`src/rtl/bg_ctrl_pkg.sv`:
```
// ---------------------------------------------------------------------------
// bg_ctrl_pkg
// Shared constants for the background-model frame sequencer:
//   THR_W      - width of the live foreground threshold
//   bg_state_e - sequencer state encoding (SETTLE=0, LOAD=1, RUN=2)
// ---------------------------------------------------------------------------
package bg_ctrl_pkg;

   localparam int THR_W = 9;

   typedef enum logic [1:0] {
      ST_SETTLE = 2'd0,
      ST_LOAD   = 2'd1,
      ST_RUN    = 2'd2
   } bg_state_e;

endpackage

```
`src/rtl/bg_model_ctrl_if.sv`:
```
// ---------------------------------------------------------------------------
// bg_model_ctrl_if
// Control bundle between the frame sequencer and its environment.
//   frame inputs : frame_start, relearn_req, thr_up, thr_down,
//                  fg_valid_in, fg_flag_in
//   datapath outs: datapath_en, load_frame, threshold_out, fg_count_out,
//                  state_out
// modport slave  - the sequencer side (bg_model_ctrl)
// modport master - the driving side (frame timing / buttons / datapath)
// ---------------------------------------------------------------------------
interface bg_model_ctrl_if #(
   parameter int CNT_WIDTH = 17
);
   logic                          frame_start;
   logic                          relearn_req;
   logic                          thr_up;
   logic                          thr_down;
   logic                          fg_valid_in;
   logic                          fg_flag_in;
   logic                          datapath_en;
   logic                          load_frame;
   logic [bg_ctrl_pkg::THR_W-1:0] threshold_out;
   logic [CNT_WIDTH-1:0]          fg_count_out;
   logic [1:0]                    state_out;

   modport slave (
      input  frame_start, relearn_req, thr_up, thr_down, fg_valid_in, fg_flag_in,
      output datapath_en, load_frame, threshold_out, fg_count_out, state_out
   );

   modport master (
      output frame_start, relearn_req, thr_up, thr_down, fg_valid_in, fg_flag_in,
      input  datapath_en, load_frame, threshold_out, fg_count_out, state_out
   );
endinterface

```
`src/rtl/bg_thr_ctrl.sv`:
```
// ---------------------------------------------------------------------------
// bg_thr_ctrl
// Button-driven threshold: a shadow register moves by THR_STEP per pulse,
// clamped to [THR_MIN, THR_MAX]; the live value copies the shadow only on
// frame_start so a frame is never processed with two thresholds.
// Ports:
//   clk, rst      - clock, async active-high reset
//   thr_up/down   - one-cycle button pulses (both at once = no change)
//   frame_start   - frame boundary pulse
//   threshold_out - live threshold (registered)
// ---------------------------------------------------------------------------
module bg_thr_ctrl
   import bg_ctrl_pkg::*;
#(
   parameter int THR_DEFAULT = 30,
   parameter int THR_STEP    = 5,
   parameter int THR_MIN     = 5,
   parameter int THR_MAX     = 255
) (
   input  logic             clk,
   input  logic             rst,
   input  logic             thr_up,
   input  logic             thr_down,
   input  logic             frame_start,
   output logic [THR_W-1:0] threshold_out
);

   localparam logic [THR_W:0]   STEP_X  = (THR_W+1)'(THR_STEP);
   localparam logic [THR_W:0]   MAX_X   = (THR_W+1)'(THR_MAX);
   localparam logic [THR_W:0]   FLOOR_X = (THR_W+1)'(THR_MIN + THR_STEP);
   localparam logic [THR_W-1:0] STEP_N  = THR_W'(THR_STEP);
   localparam logic [THR_W-1:0] MIN_N   = THR_W'(THR_MIN);
   localparam logic [THR_W-1:0] MAX_N   = THR_W'(THR_MAX);
   localparam logic [THR_W-1:0] DEF_N   = THR_W'(THR_DEFAULT);

   logic [THR_W-1:0] shadow_q, shadow_d;
   logic [THR_W-1:0] thr_q, thr_d;
   logic [THR_W:0]   sum;

   // One extra bit on the way up so the clamp sees the overflow instead of a wrap.
   always_comb begin
      shadow_d = shadow_q;
      sum      = {1'b0, shadow_q} + STEP_X;
      if (thr_up && !thr_down) begin
         shadow_d = (sum > MAX_X) ? MAX_N : sum[THR_W-1:0];
      end else if (thr_down && !thr_up) begin
         shadow_d = ({1'b0, shadow_q} < FLOOR_X) ? MIN_N : shadow_q - STEP_N;
      end
      // Old shadow is applied: a pulse on the boundary cycle waits one frame.
      thr_d = frame_start ? shadow_q : thr_q;
   end

   always_ff @(posedge clk or posedge rst) begin
      if (rst) begin
         shadow_q <= DEF_N;
         thr_q    <= DEF_N;
      end else begin
         shadow_q <= shadow_d;
         thr_q    <= thr_d;
      end
   end

   assign threshold_out = thr_q;

endmodule

```
`src/rtl/bg_model_ctrl.sv`:
```
// ---------------------------------------------------------------------------
// bg_model_ctrl
// Frame-level sequencer for the adaptive background datapath:
//   SETTLE - ignore SETTLE_FRAMES frame_start pulses after reset
//   LOAD   - one whole frame captured as background (load_frame=1)
//   RUN    - adaptive update; relearn_req (or, with BG_AUTO_RELEARN_EN,
//            RELEARN_FRAMES consecutive frames with more than FG_LIMIT
//            foreground pixels) sends it back to LOAD at the next boundary
// Also counts foreground pixels per frame and owns the live threshold.
// Ports:
//   clk, rst - clock, async active-high reset
//   bus      - bg_model_ctrl_if.slave (frame/button inputs, datapath outputs)
// Optional feature macro: BG_AUTO_RELEARN_EN
// ---------------------------------------------------------------------------
module bg_model_ctrl
   import bg_ctrl_pkg::*;
#(
   parameter int SETTLE_FRAMES  = 4,
   parameter int THR_DEFAULT    = 30,
   parameter int THR_STEP       = 5,
   parameter int THR_MIN        = 5,
   parameter int THR_MAX        = 255,
   parameter int CNT_WIDTH      = 17,
   parameter int FG_LIMIT       = 38400,
   parameter int RELEARN_FRAMES = 8
) (
   input  logic            clk,
   input  logic            rst,
   bg_model_ctrl_if.slave  bus
);

   localparam logic [7:0] SETTLE_N = 8'(SETTLE_FRAMES);

   bg_state_e            state_q, state_d;
   logic [7:0]           settle_cnt_q, settle_cnt_d, settle_inc;
   logic                 relearn_pend_q, relearn_pend_d;
   logic                 load_frame_q, load_frame_d;
   logic                 datapath_en_q, datapath_en_d;
   logic [CNT_WIDTH-1:0] fg_cnt_q, fg_cnt_d;
   logic [CNT_WIDTH-1:0] fg_count_out_q, fg_count_out_d;
   logic                 fg_inc;
   logic                 enter_load;
   logic                 auto_trig;

   assign fg_inc     = bus.fg_valid_in && bus.fg_flag_in;
   assign settle_inc = settle_cnt_q + 8'd1;

   // ---------------- sequencer ----------------
   always_comb begin
      state_d        = state_q;
      settle_cnt_d   = settle_cnt_q;
      relearn_pend_d = relearn_pend_q;
      if (state_q == ST_RUN && bus.relearn_req) relearn_pend_d = 1'b1;
      if (bus.frame_start) begin
         case (state_q)
            ST_SETTLE: begin
               settle_cnt_d = settle_inc;
               if (settle_inc == SETTLE_N) state_d = ST_LOAD;
            end
            ST_LOAD: state_d = ST_RUN;
            ST_RUN: begin
               // relearn_req on the boundary itself acts immediately
               if (relearn_pend_q || bus.relearn_req || auto_trig) state_d = ST_LOAD;
            end
            default: state_d = ST_SETTLE;
         endcase
      end
      enter_load = (state_d == ST_LOAD) && (state_q != ST_LOAD);
      if (enter_load) relearn_pend_d = 1'b0;
      // Outputs registered from the next state so they line up with state_out.
      load_frame_d  = (state_d == ST_LOAD);
      datapath_en_d = (state_d != ST_SETTLE);
   end

   always_ff @(posedge clk or posedge rst) begin
      if (rst) begin
         state_q        <= ST_SETTLE;
         settle_cnt_q   <= '0;
         relearn_pend_q <= 1'b0;
         load_frame_q   <= 1'b0;
         datapath_en_q  <= 1'b0;
      end else begin
         state_q        <= state_d;
         settle_cnt_q   <= settle_cnt_d;
         relearn_pend_q <= relearn_pend_d;
         load_frame_q   <= load_frame_d;
         datapath_en_q  <= datapath_en_d;
      end
   end

   // ---------------- foreground counter ----------------
   // A qualified pixel on the boundary cycle belongs to the new frame.
   always_comb begin
      fg_cnt_d       = fg_cnt_q;
      fg_count_out_d = fg_count_out_q;
      if (bus.frame_start) begin
         fg_count_out_d = fg_cnt_q;
         fg_cnt_d       = fg_inc ? CNT_WIDTH'(1) : '0;
      end else if (fg_inc && !(&fg_cnt_q)) begin
         fg_cnt_d = fg_cnt_q + CNT_WIDTH'(1);
      end
   end

   always_ff @(posedge clk or posedge rst) begin
      if (rst) begin
         fg_cnt_q       <= '0;
         fg_count_out_q <= '0;
      end else begin
         fg_cnt_q       <= fg_cnt_d;
         fg_count_out_q <= fg_count_out_d;
      end
   end

   // ---------------- over-frame tracking ----------------
`ifdef BG_AUTO_RELEARN_EN
   localparam logic [CNT_WIDTH-1:0] FG_LIMIT_N = CNT_WIDTH'(FG_LIMIT);
   localparam logic [7:0]           RELEARN_N  = 8'(RELEARN_FRAMES);

   logic [7:0] over_cnt_q, over_cnt_d, over_eval;

   // Only frames that ran entirely in RUN are judged; the LOAD frame is not.
   always_comb begin
      over_eval = over_cnt_q;
      auto_trig = 1'b0;
      if (bus.frame_start && state_q == ST_RUN) begin
         if (fg_cnt_q > FG_LIMIT_N)
            over_eval = (&over_cnt_q) ? over_cnt_q : over_cnt_q + 8'd1;
         else
            over_eval = '0;
         auto_trig = (over_eval >= RELEARN_N);
      end
   end

   // Kept apart from over_eval so the FSM -> enter_load path is not a loop.
   always_comb begin
      over_cnt_d = enter_load ? 8'd0 : over_eval;
   end

   always_ff @(posedge clk or posedge rst) begin
      if (rst) over_cnt_q <= '0;
      else     over_cnt_q <= over_cnt_d;
   end
`else
   assign auto_trig = 1'b0;
`endif

   // ---------------- threshold ----------------
   bg_thr_ctrl #(
      .THR_DEFAULT (THR_DEFAULT),
      .THR_STEP    (THR_STEP),
      .THR_MIN     (THR_MIN),
      .THR_MAX     (THR_MAX)
   ) u_thr (
      .clk           (clk),
      .rst           (rst),
      .thr_up        (bus.thr_up),
      .thr_down      (bus.thr_down),
      .frame_start   (bus.frame_start),
      .threshold_out (bus.threshold_out)
   );

   assign bus.state_out    = state_q;
   assign bus.load_frame   = load_frame_q;
   assign bus.datapath_en  = datapath_en_q;
   assign bus.fg_count_out = fg_count_out_q;

endmodule
```
`src/flat_wrapper.sv`:
```
// flat-port wrapper written by rule: the top's interface ports become plain ports
module bg_model_ctrl_flat import bg_ctrl_pkg::*;
#(
   parameter int SETTLE_FRAMES  = 4,
   parameter int THR_DEFAULT    = 30,
   parameter int THR_STEP       = 5,
   parameter int THR_MIN        = 5,
   parameter int THR_MAX        = 255,
   parameter int CNT_WIDTH      = 17,
   parameter int FG_LIMIT       = 38400,
   parameter int RELEARN_FRAMES = 8
)
  (clk, rst, bus_frame_start, bus_relearn_req, bus_thr_up, bus_thr_down, bus_fg_valid_in, bus_fg_flag_in, bus_datapath_en, bus_load_frame, bus_threshold_out, bus_fg_count_out, bus_state_out);
  bg_model_ctrl_if #(.CNT_WIDTH(CNT_WIDTH)) bus_i ();
  input  logic clk;
  input  logic rst;
  input wire logic [$bits(bus_i.frame_start)-1:0] bus_frame_start;
  input wire logic [$bits(bus_i.relearn_req)-1:0] bus_relearn_req;
  input wire logic [$bits(bus_i.thr_up)-1:0] bus_thr_up;
  input wire logic [$bits(bus_i.thr_down)-1:0] bus_thr_down;
  input wire logic [$bits(bus_i.fg_valid_in)-1:0] bus_fg_valid_in;
  input wire logic [$bits(bus_i.fg_flag_in)-1:0] bus_fg_flag_in;
  output wire logic [$bits(bus_i.datapath_en)-1:0] bus_datapath_en;
  output wire logic [$bits(bus_i.load_frame)-1:0] bus_load_frame;
  output wire logic [$bits(bus_i.threshold_out)-1:0] bus_threshold_out;
  output wire logic [$bits(bus_i.fg_count_out)-1:0] bus_fg_count_out;
  output wire logic [$bits(bus_i.state_out)-1:0] bus_state_out;
  assign bus_i.frame_start = bus_frame_start;
  assign bus_i.relearn_req = bus_relearn_req;
  assign bus_i.thr_up = bus_thr_up;
  assign bus_i.thr_down = bus_thr_down;
  assign bus_i.fg_valid_in = bus_fg_valid_in;
  assign bus_i.fg_flag_in = bus_fg_flag_in;
  assign bus_datapath_en = bus_i.datapath_en;
  assign bus_load_frame = bus_i.load_frame;
  assign bus_threshold_out = bus_i.threshold_out;
  assign bus_fg_count_out = bus_i.fg_count_out;
  assign bus_state_out = bus_i.state_out;
  bg_model_ctrl #(.SETTLE_FRAMES(SETTLE_FRAMES), .THR_DEFAULT(THR_DEFAULT), .THR_STEP(THR_STEP), .THR_MIN(THR_MIN), .THR_MAX(THR_MAX), .CNT_WIDTH(CNT_WIDTH), .FG_LIMIT(FG_LIMIT), .RELEARN_FRAMES(RELEARN_FRAMES)) u_core (.clk(clk), .rst(rst), .bus(bus_i));
endmodule
```
`config.mk`:
```
export PLATFORM = sky130hd
export DESIGN_NAME = bg_model_ctrl_flat
export DESIGN_NICKNAME = d
export VERILOG_FILES = /design/src/rtl/bg_ctrl_pkg.sv /design/src/rtl/bg_model_ctrl_if.sv /design/src/rtl/bg_thr_ctrl.sv /design/src/rtl/bg_model_ctrl.sv /design/src/flat_wrapper.sv
export SDC_FILE = /design/constraint.sdc
export NUM_CORES = 1
export LEC_CHECK = 0
export CAP_MARGIN = 5
export CORE_UTILIZATION = 40
export DETAILED_ROUTE_END_ITERATION = 8
export GPL_ROUTABILITY_DRIVEN = 1
export PLACE_DENSITY = 0.63
export SYNTH_ARGS = -nofsm -noshare
export SYNTH_HDL_FRONTEND = slang
export SYNTH_SLANG_ARGS = --single-unit
```
`constraint.sdc`:
```
create_clock -name clk -period 2.5 [get_ports clk]
set_clock_uncertainty 0.1 [all_clocks]
set_input_delay 0.25 -clock clk [delete_from_list [all_inputs] [get_ports clk]]
set_output_delay 0.25 -clock clk [all_outputs]
set_load 0.01 [all_outputs]
```
==> results.tsv <==
stage	metric	value	unit
clock_network	Root Driver	clkbuf_8	
final_layout	final net count	369	
clock_network	CTS Buf Count	9	
synthesis	Post-synth EDFFs	0	
routing	1st-iter DRT viols	150	
worst_setup_path	Reg2Reg Depth	9	
worst_setup_path	critical path class	reg2reg	
sta	fin. max-slew vios	0	
power	Reg power frac	44.4	%
floorplan	die width	93.2	um
worst_setup_path	CP endpoint kind	register	
synthesis	FFs w/ async S/R, synth	100	%
synthesis	Ys Warns	0	
power	leakage	1.73	nW
final_layout	Multi-input gate area	1570	um^2
worst_setup_path	CP Launch Type	register	
final_layout	Area Overhead vs Synth	21.0	%
min_path	Hold Crit Class	in2async	
worst_setup_path	Slowest cell on crit path	dfrtp_1	
sta	final worst setup slack	0.146	ns
synthesis	synthesized flop and latch total	65	
power	Sw Share	33.9	%
synthesis	Synth Flop Type	dfrtp_1	
routing	DRT antenna net count	0	
run	number of max-cap violations	0	
sta	Worst slew margin	66.8	%
floorplan	Die Ht	93.2	um
floorplan	initial cell density of the core	42.2	%
final_layout	most frequent cells in the layout	dfrtp_1, clkdlybuf4s50_1, nor2_1	
final_layout	Diodes inserted	0	
worst_setup_path	crit-path cells	ha_1 > and4_1 > and3_1 > ha_1 > and3b_1 > and3_2 > and4_1 > xnor2_1 > nor2_1	
grt	GR peak layer	met2	
routing	via count	2448	
synthesis	syn_nets	329	
sta	period utilization	94.2	%
final_layout	share of cells above drive strength 1	19.5	%
clock_network	CTS tree	yes	
place	pre-CTS WS	0.118	ns
worst_setup_path	reg2reg end	u_core.fg_cnt_q[7]	
power	VDD IR-drop max	404	uV
floorplan	io pins	38	
synthesis	Avg Cell Area, Syn	10.6	um^2
routing	final wirelength	6.60	mm
synthesis	Cell Area, Synth	3330	um^2
synthesis	top post-synthesis cells by area	dfrtp_1, mux2_2, dfstp_2	
place	IO Port Bufs	37	
grt	antenna violations before repair	0	
power	Comb power frac	32.0	%
floorplan	row count	32	
synthesis	Seq/Total Area, Yosys	49.2	%
clock_network	later-pin clock latency in the skew report	0.33	ns
clock_network	CTS max path bufs	2	
sta	Final Hold Viols	0	
power	pwr/cell area	909	nW/um^2
final_layout	Reg area	1640	um^2
grt	M1 GR Usage	22.5	%
synthesis	Synth Instances	314	
grt	met3 GRT Util	5.04	%
final_layout	most common cell after layout, fill and taps aside	dfrtp_1	
worst_setup_path	Worst EP arrival	2.47	ns
worst_setup_path	crit-path max FO	6	
run_status	status	finished, final reports clean	
synthesis	Synth cell types	52	
sta	fin crit period	2.35	ns
clock_network	# H-tree levels	3	
routing	Residual DRC	0	
sta	RSZ-0062 raised after global routing	no	
power	Int Pwr	2.42	mW
worst_setup_path	max incr delay on CP	0.41	ns
grt	vias in the first global route	2295	
grt	GRT Total Usage	16.5	%
routing	vias per inst	5.31	
synthesis	area leader, netlist	dfrtp_1	
sta	# setup viols final	0	
floorplan	die area	8680	um^2
worst_setup_path	reg2reg setup slack	0.15	ns
power	Psw	1.24	mW
synthesis	Yosys top cell area share	42.9	%
place	gpl congestion	0.841	
power	Tot Pwr	3.66	mW
grt	Global Route met2 Usage	25.0	%
power	clock group share of total power	23.6	%
grt	first-pass GRT wire length	11.2	mm
clock_network	clk sink count	65	
clock_network	CTS clk-pin slew, worst paths	0.07	ns
floorplan	core area	7890	um^2
sta	worst hold slack	0.204	ns
final_layout	Filler Cells Inserted	705	
sta	f_max	0.425	GHz
sta	final setup TNS	0	ns
grt	gr ovfl total	0	
worst_setup_path	FF-to-FF Start	u_core.fg_cnt_q[1]	
worst_setup_path	CP Data Required Time	2.61	ns
routing	drt pass-1 iters	4	
grt	largest net degree at the start of global routing	66	
routing	WL/cell	14.3	um
sta	Least-Margin Pin Slew	0.498	ns
place	DP Wirelength	4.45	mm
-- state kept, by name, indices dropped and copies added (netlist names) --
name,cells
u_core.bus.fg_count_out,17
u_core.fg_cnt_q,17
u_core.u_thr.shadow_q,9
u_core.u_thr.threshold_out,9
u_core.settle_cnt_q,8
u_core.bus.state_out,2
u_core.bus.datapath_en,1
u_core.bus.load_frame,1
u_core.relearn_pend_q,1
-- layout make-up --
class | instances | share of cell area [%]
multi-input combinational | 220 | 39.1
sequential | 65 | 40.7
clock inverter | 3 | 0.995
tap | 102 | 3.17
inverter | 10 | 0.933
clock buffer | 13 | 3.70
timing repair buffer | 48 | 11.4
-- worst max-delay path: cells and delay by family, from the launching register on --
family,cells,cell delay [ns]
and+or+nand+nor,6,1.19
xor gates and xnor gates,1,0.12
adders and majority gates,2,0.41
DFF,1,0.41
-- worst max path at each step --
| stage | start | end | cells after the start |
|---|---|---|---|
| 3_5_place_dp | u_core.fg_cnt_q[1] | u_core.fg_cnt_q[7] | 9 |
| 6_report | u_core.fg_cnt_q[1] | u_core.fg_cnt_q[7] | 9 |
| 3_3_place_gp | u_core.fg_cnt_q[1] | u_core.fg_cnt_q[7] | 9 |
| 4_1_cts | u_core.fg_cnt_q[1] | u_core.fg_cnt_q[7] | 9 |
| 5_1_grt | u_core.fg_cnt_q[5] | u_core.fg_cnt_q[7] | 9 |
| 2_1_floorplan | u_core.fg_cnt_q[4] | u_core.fg_cnt_q[7] | 11 |
-- what timing repair did --
item | CTS | global route
hold buffers | 0 | 0
gates resized for setup | 0 | 2
buffers inserted | 0 | 0
endpoints found under the setup margin | 0 | 3
-- through the flow --
step	instances	area [um^2]	utilization, %
finish	461	4020	51.0
global route	461	4020	51.0
CTS	461	4020	51.0
detailed placement	445	3830	48.6
global placement	445	3830	48.6
floorplan	314	3330	-
-- cell families (layout without fill, tap and decap cells) --
logic type / after synthesis / count (layout) / share of synthesized area [%]
simple gates: 108 / 108 / 18.2
flops: 65 / 65 / 49.2
compound gates: 51 / 51 / 10.0
mux: 30 / 30 / 10.0
buf+inv: 29 / 74 / 3.57
xor+xnor: 24 / 24 / 6.32
fa+ha+maj: 7 / 7 / 2.63
-- power groups by stage --
| stage | Combinational [mW] | Sequential, mW | Clock, mW |
|---|---|---|---|
| floorplan | 0.874 | 1.54 | 0 |
| global placement | 1.16 | 1.64 | 0 |
| detailed placement | 1.17 | 1.64 | 0 |
| CTS | 1.18 | 1.62 | 0.897 |
| global route | 1.31 | 1.67 | 0.941 |
| finish | 1.17 | 1.62 | 0.862 |
-- Yosys cell counts, types with 2 or more instances --
master and instances:
a31oi_1 3, o211ai_1 3, o21ai_0 19, clkbuf_1 15, nand3_1 10, xor2_1 12
a21oi_1 8, and2_1 2, buf_2 2, inv_1 10, nor2_1 31, nor3_1 9
o2111ai_1 2, dfstp_2 8, ha_1 7, nor4b_1 2, nand4_1 9, and4_1 4
xnor2_1 12, mux2i_1 3, o21a_1 3, dfrtp_1 57, or3_1 4, nand2_1 19
mux2_2 27, and3_1 7
-- routing by layer --
layer	vias up	share of wire, %	routed length (um)
li1	1203	-	-
met1	1183	47	3130
met2	57	46	3060
met3	5	5.0	328
met4	0	1.2	76
met5	-	0	0
(Power assumes the default switching activity.)
